**config.mk**
```make
export PLATFORM = sky130hd
export DESIGN_NAME = serial_cmp_ctrl
export DESIGN_NICKNAME = d
export VERILOG_FILES = /design/src/rtl/serial_cmp_pkg.sv /design/src/rtl/cmp_bit_slice.sv /design/src/rtl/serial_cmp_ctrl.sv
export SDC_FILE = /design/constraint.sdc
export NUM_CORES = 1
export LEC_CHECK = 0
export BUFFER_PORTS_ARGS = -buffer_cell sky130_fd_sc_hd__buf_2
export CAP_MARGIN = 30
export CORE_ASPECT_RATIO = 0.8
export CORE_MARGIN = 1
export CORE_UTILIZATION = 25
export CTS_CLUSTER_DIAMETER = 80
export DETAILED_ROUTE_END_ITERATION = 8
export HOLD_SLACK_MARGIN = 0.06
export SETUP_SLACK_MARGIN = 0.2
export SLEW_MARGIN = 20
export SYNTH_ARGS = -nofsm -noshare
export SYNTH_HDL_FRONTEND = slang
export SYNTH_SLANG_ARGS = --single-unit
```
**constraint.sdc**
```tcl
create_clock -name clk -period 2.88 [get_ports clk]
set_input_delay 0.288 -clock clk [delete_from_list [all_inputs] [get_ports clk]]
set_output_delay 0.288 -clock clk [all_outputs]
set_load 0.01 [all_outputs]
```
**src/rtl/serial_cmp_pkg.sv**
```systemverilog
// Shared types for the serial magnitude comparator: FSM state encoding and counter sizing.
package serial_cmp_pkg;

    typedef enum logic [1:0] {
        IDLE = 2'b00,
        RUN  = 2'b01,
        DONE = 2'b10
    } cmp_state_t;

    // Bit-index counter must be at least one bit wide even for WIDTH=2.
    function automatic int unsigned cnt_width(input int unsigned w);
        return (w <= 2) ? 1 : $clog2(w);
    endfunction

endpackage

```
**src/rtl/cmp_bit_slice.sv**
```systemverilog
// One-bit magnitude-compare slice: propagates running equal and b-greater flags.
module cmp_bit_slice (
    input  logic a1,
    input  logic b1,
    input  logic e0,
    input  logic g0,
    output logic e1,
    output logic g1
);

    always_comb begin
        e1 = e0 & (a1 ~^ b1);
        g1 = g0 | (e0 & b1 & ~a1);
    end

endmodule

```
**src/rtl/serial_cmp_ctrl.sv**
```systemverilog
// Bit-serial MSB-first comparator sequencer around a single cmp_bit_slice.
// Optional SERIAL_CMP_EARLY_EXIT_EN finishes as soon as the first differing bit is seen.
module serial_cmp_ctrl
    import serial_cmp_pkg::*;
#(
    parameter int unsigned WIDTH = 8
) (
    input  logic             clk,
    input  logic             rst,
    input  logic             start,
    input  logic [WIDTH-1:0] a,
    input  logic [WIDTH-1:0] b,
    output logic             busy,
    output logic             done,
    output logic             eq,
    output logic             b_gt_a
);

    localparam int unsigned CW = cnt_width(WIDTH);

    cmp_state_t       state_q, state_d;
    logic [WIDTH-1:0] sh_a_q, sh_a_d;
    logic [WIDTH-1:0] sh_b_q, sh_b_d;
    logic [CW-1:0]    cnt_q, cnt_d;
    logic             e_q, e_d;
    logic             g_q, g_d;
    logic             eq_q, eq_d;
    logic             gt_q, gt_d;
    logic             e1, g1;
    logic             last;

    cmp_bit_slice u_slice (
        .a1 (sh_a_q[WIDTH-1]),
        .b1 (sh_b_q[WIDTH-1]),
        .e0 (e_q),
        .g0 (g_q),
        .e1 (e1),
        .g1 (g1)
    );

`ifdef SERIAL_CMP_EARLY_EXIT_EN
    assign last = (cnt_q == '0) || !e1;
`else
    assign last = (cnt_q == '0);
`endif

    always_comb begin
        state_d = state_q;
        sh_a_d  = sh_a_q;
        sh_b_d  = sh_b_q;
        cnt_d   = cnt_q;
        e_d     = e_q;
        g_d     = g_q;
        eq_d    = eq_q;
        gt_d    = gt_q;
        case (state_q)
            RUN: begin
                e_d    = e1;
                g_d    = g1;
                sh_a_d = {sh_a_q[WIDTH-2:0], 1'b0};
                sh_b_d = {sh_b_q[WIDTH-2:0], 1'b0};
                if (last) begin
                    eq_d    = e1;
                    gt_d    = g1;
                    state_d = DONE;
                end else begin
                    cnt_d = cnt_q - CW'(1);
                end
            end
            default: begin
                if (start) begin
                    sh_a_d  = a;
                    sh_b_d  = b;
                    e_d     = 1'b1;
                    g_d     = 1'b0;
                    cnt_d   = CW'(WIDTH - 1);
                    state_d = RUN;
                end else begin
                    state_d = IDLE;
                end
            end
        endcase
    end

    always_ff @(posedge clk) begin
        if (rst) begin
            state_q <= IDLE;
            sh_a_q  <= '0;
            sh_b_q  <= '0;
            cnt_q   <= '0;
            e_q     <= 1'b0;
            g_q     <= 1'b0;
            eq_q    <= 1'b0;
            gt_q    <= 1'b0;
        end else begin
            state_q <= state_d;
            sh_a_q  <= sh_a_d;
            sh_b_q  <= sh_b_d;
            cnt_q   <= cnt_d;
            e_q     <= e_d;
            g_q     <= g_d;
            eq_q    <= eq_d;
            gt_q    <= gt_d;
        end
    end

    assign busy   = (state_q == RUN);
    assign done   = (state_q == DONE);
    assign eq     = eq_q;
    assign b_gt_a = gt_q;

endmodule

```
==> impl_metrics.env <==
export IMPL_yosysSeqAreaShare=0.461
export IMPL_end_kind="output port"
export IMPL_initial_core_util=0.260
export IMPL_cp_arrival_ns=1.33
export IMPL_final_layout_size_suffix_gt1_frac=0.203
export IMPL_power_leakage_nw=0.560
export IMPL_grt_usage=0.105
export IMPL_ctsHoldBuffers=0
export IMPL_synthSimpleGateAreaFrac=0.130
export IMPL_synthTopCellsByArea="dfxtp_1 46%, mux2i_1 15%, a211oi_1 10%, nor2_1 5.9%, a21oi_1 2.3%"
export IMPL_die_y_um=61.0
export IMPL_reg2reg_to="cnt_q[2]"
export IMPL_clk_latency_ns=0.27
export IMPL_grt_pass1_wl_um=3520
export IMPL_maxSlewHeadroom=0.643
export IMPL_skew_ns=0.00292
export IMPL_num_rows=21
export IMPL_synth_edf_count=0
export IMPL_status="finished, final reports clean"
export IMPL_required_ns=2.59
export IMPL_initialDrtViolationCount=52
export IMPL_synthAdderAreaFrac=0.0230
export IMPL_cts_sinks=25
export IMPL_fill_cells=449
export IMPL_fp_dieArea_mm2=0.00461
export IMPL_cts_buffers_inserted=3
export IMPL_finalCriticalPeriod_ns=1.61
export IMPL_worstReg2RegStart="cnt_q[0]"
export IMPL_diodes=0
export IMPL_globalRouteOverflowTotal=0
export IMPL_crit_fanout=33
export IMPL_core_region_area_mm2=0.00418
export IMPL_vias_per_cell=4.43
export IMPL_vias=842
export IMPL_dr_wl_met3_um=66
export IMPL_final_antenna_net_count=0
export IMPL_antenna_found_initial=0
export IMPL_synth_mux_area_frac=0.147
export IMPL_ios=23
export IMPL_timing_setup_tns_ns=0
export IMPL_min_period_over_period=0.560
export IMPL_r2r_cells=4
export IMPL_synthesis_area_mm2=0.00109
export IMPL_synth_ff_type="dfxtp_1"
export IMPL_stdcell_count=190
export IMPL_maxCapViolCount=0
export IMPL_post_cts_resized=0
export IMPL_slew_violations=0
export IMPL_syn_nets=136
export IMPL_placement_io_buffers=22
export IMPL_cts_root_buf="clkbuf_8"
export IMPL_endpoint="busy"
export IMPL_drt_pass1_iterations=4
export IMPL_post_dp_hpwl_um=1420
export IMPL_peakVddDrop_v=0.000204
export IMPL_routed_wl_um=2060
export IMPL_syn2layout_area_growth_pct=17.4
export IMPL_grt_max_degree=34
export IMPL_netlist_top_cells_count="25 x dfxtp_1, 17 x nor2_1, 16 x mux2i_1"
export IMPL_htree_levels=1
export IMPL_routabilityCongestion=0.687
export IMPL_fp_dieW_um=75.7
export IMPL_synth_compound_gate_area_share=0.168
export IMPL_yosysMostFrequentCell="dfxtp_1"
export IMPL_startpoint_type="flip-flop"
export IMPL_syn_inst=115
export IMPL_synth_top_family_by_area="compound AO/OA/AOI/OAI gates"
export IMPL_max_clock_path_buffers=2
export IMPL_ys_async_sr_fraction=0
export IMPL_synth_xor_area_frac=0.00806
export IMPL_crit_type="flip-flop to output port"
export IMPL_cts_setup_buffers=0
export IMPL_synth_distinct_cells=24
export IMPL_wl_met2_um=850
export IMPL_clock_fmax_mhz=620
export IMPL_wl_per_cell_um=10.8
export IMPL_synth_top_area_frac=0.461
export IMPL_top_layer="met4"
export IMPL_wl_met1_um=1100
export IMPL_synth_top_cell_by_area="dfxtp_1"
export IMPL_drc=0
export IMPL_hp_class="primary input to flip-flop"
export IMPL_rsz0062_at_grt="no"
export IMPL_hold_viol=0
export IMPL_crit_start="state_q[1]"
export IMPL_r2r_slack_ns=1.50
export IMPL_cts_tree="yes"
export IMPL_grt_pass1_vias=750
export IMPL_p_per_area_mw_per_mm2=576
export IMPL_syn_avg_cell_area_um2=9.44
export IMPL_tightest_slew_ns=0.535
export IMPL_nets=155
export IMPL_dp_cells=186
export IMPL_synth_warnings=0
export IMPL_finalSetupViolations=0
export IMPL_path_clk_slew_ns=0.09
export IMPL_ys_ff_latch=25
-- metal layers --
metal / global-route usage / vias up
li1: - / 444
met1: 0.141 / 379
met2: 0.157 / 15
met3: 0.0299 / 4
met4: 0.0476 / 0
met5: 0 / -
-- state kept, by name, summed over array words and instances (netlist names) --
register  cells
cnt_q         3
eq            1
sh_a_q        8
g_q           1
sh_b_q        8
b_gt_a        1
state_q       2
e_q           1
-- cell type report --
class                           count  area (um2)  share of cell area
Clock buffer                        4        45.0              0.0353
Inverter                            6        22.5              0.0177
Multi-Input combinational cell     75         518               0.406
Sequential cell                    25         500               0.393
Tap cell                           57        71.3              0.0559
Timing Repair Buffer               23         118              0.0922
-- worst max-delay path: stages, from the launching register on --
cell and delay, ns:
dfxtp_1 0.36, nand2b_1 0.11, buf_4 0.30, inv_2 0.13, buf_2 0.16
-- stage by stage --
stage	power, mW	setup slack (ns)	hold WS, ns	cell area, um2	utilization
after global routing	0.780	1.14	0.354	1270	0.305
final	0.734	1.27	0.322	1270	0.305
after detailed placement	0.534	1.50	0.450	1230	0.294
after global placement	0.533	1.56	0.443	1230	0.294
after CTS	0.744	1.25	0.332	1270	0.305
after floorplan	0.501	1.59	0.454	1090	-
-- power breakdown --
part	internal (mW)	switching (mW)	total [mW]
clock network	0.0989	0.109	0.208
logic	0.0571	0.0703	0.127
registers	0.380	0.0188	0.398
total	0.536	0.199	0.734
-- how the worst min path moves through the flow --
stage                  start   endpoint  slack [ns]  cells past startpoint
floorplan           cnt_q[1]   cnt_q[1]        0.45                      2
global placement          eq         eq        0.44                      2
detailed placement        eq         eq        0.45                      2
CTS                     a[0]  sh_a_q[0]        0.33                      3
global route            b[0]  sh_b_q[0]        0.35                      3
finish                  a[0]  sh_a_q[0]        0.32                      3
-- cell usage in the layout, fill, tap and decap left out, drive strengths merged --
cell     count
a211oi      15
nand3        1
clkbuf       4
dfxtp       25
mux2i       16
and4bb       1
nand2        2
o21ai        3
inv          6
a21oi        5
ha           2
or4          1
nor2b        1
buf         23
nand4bb      1
nand2b       2
nor2        17
nor3         3
a31oi        2
a31o         2
xnor2        1
-- cell families (layout without fill, tap and decap cells) --
group | Yosys count | after routing
AO/OA/AOI/OAI | 27 | 27
XOR/XNOR | 1 | 1
adder cells (fa/ha/maj) | 2 | 2
buffers and inverters | 15 | 33
flip-flops | 25 | 25
multiplexers | 16 | 16
AND/OR/NAND/NOR | 29 | 29
Power figures use the tool's default switching activity.
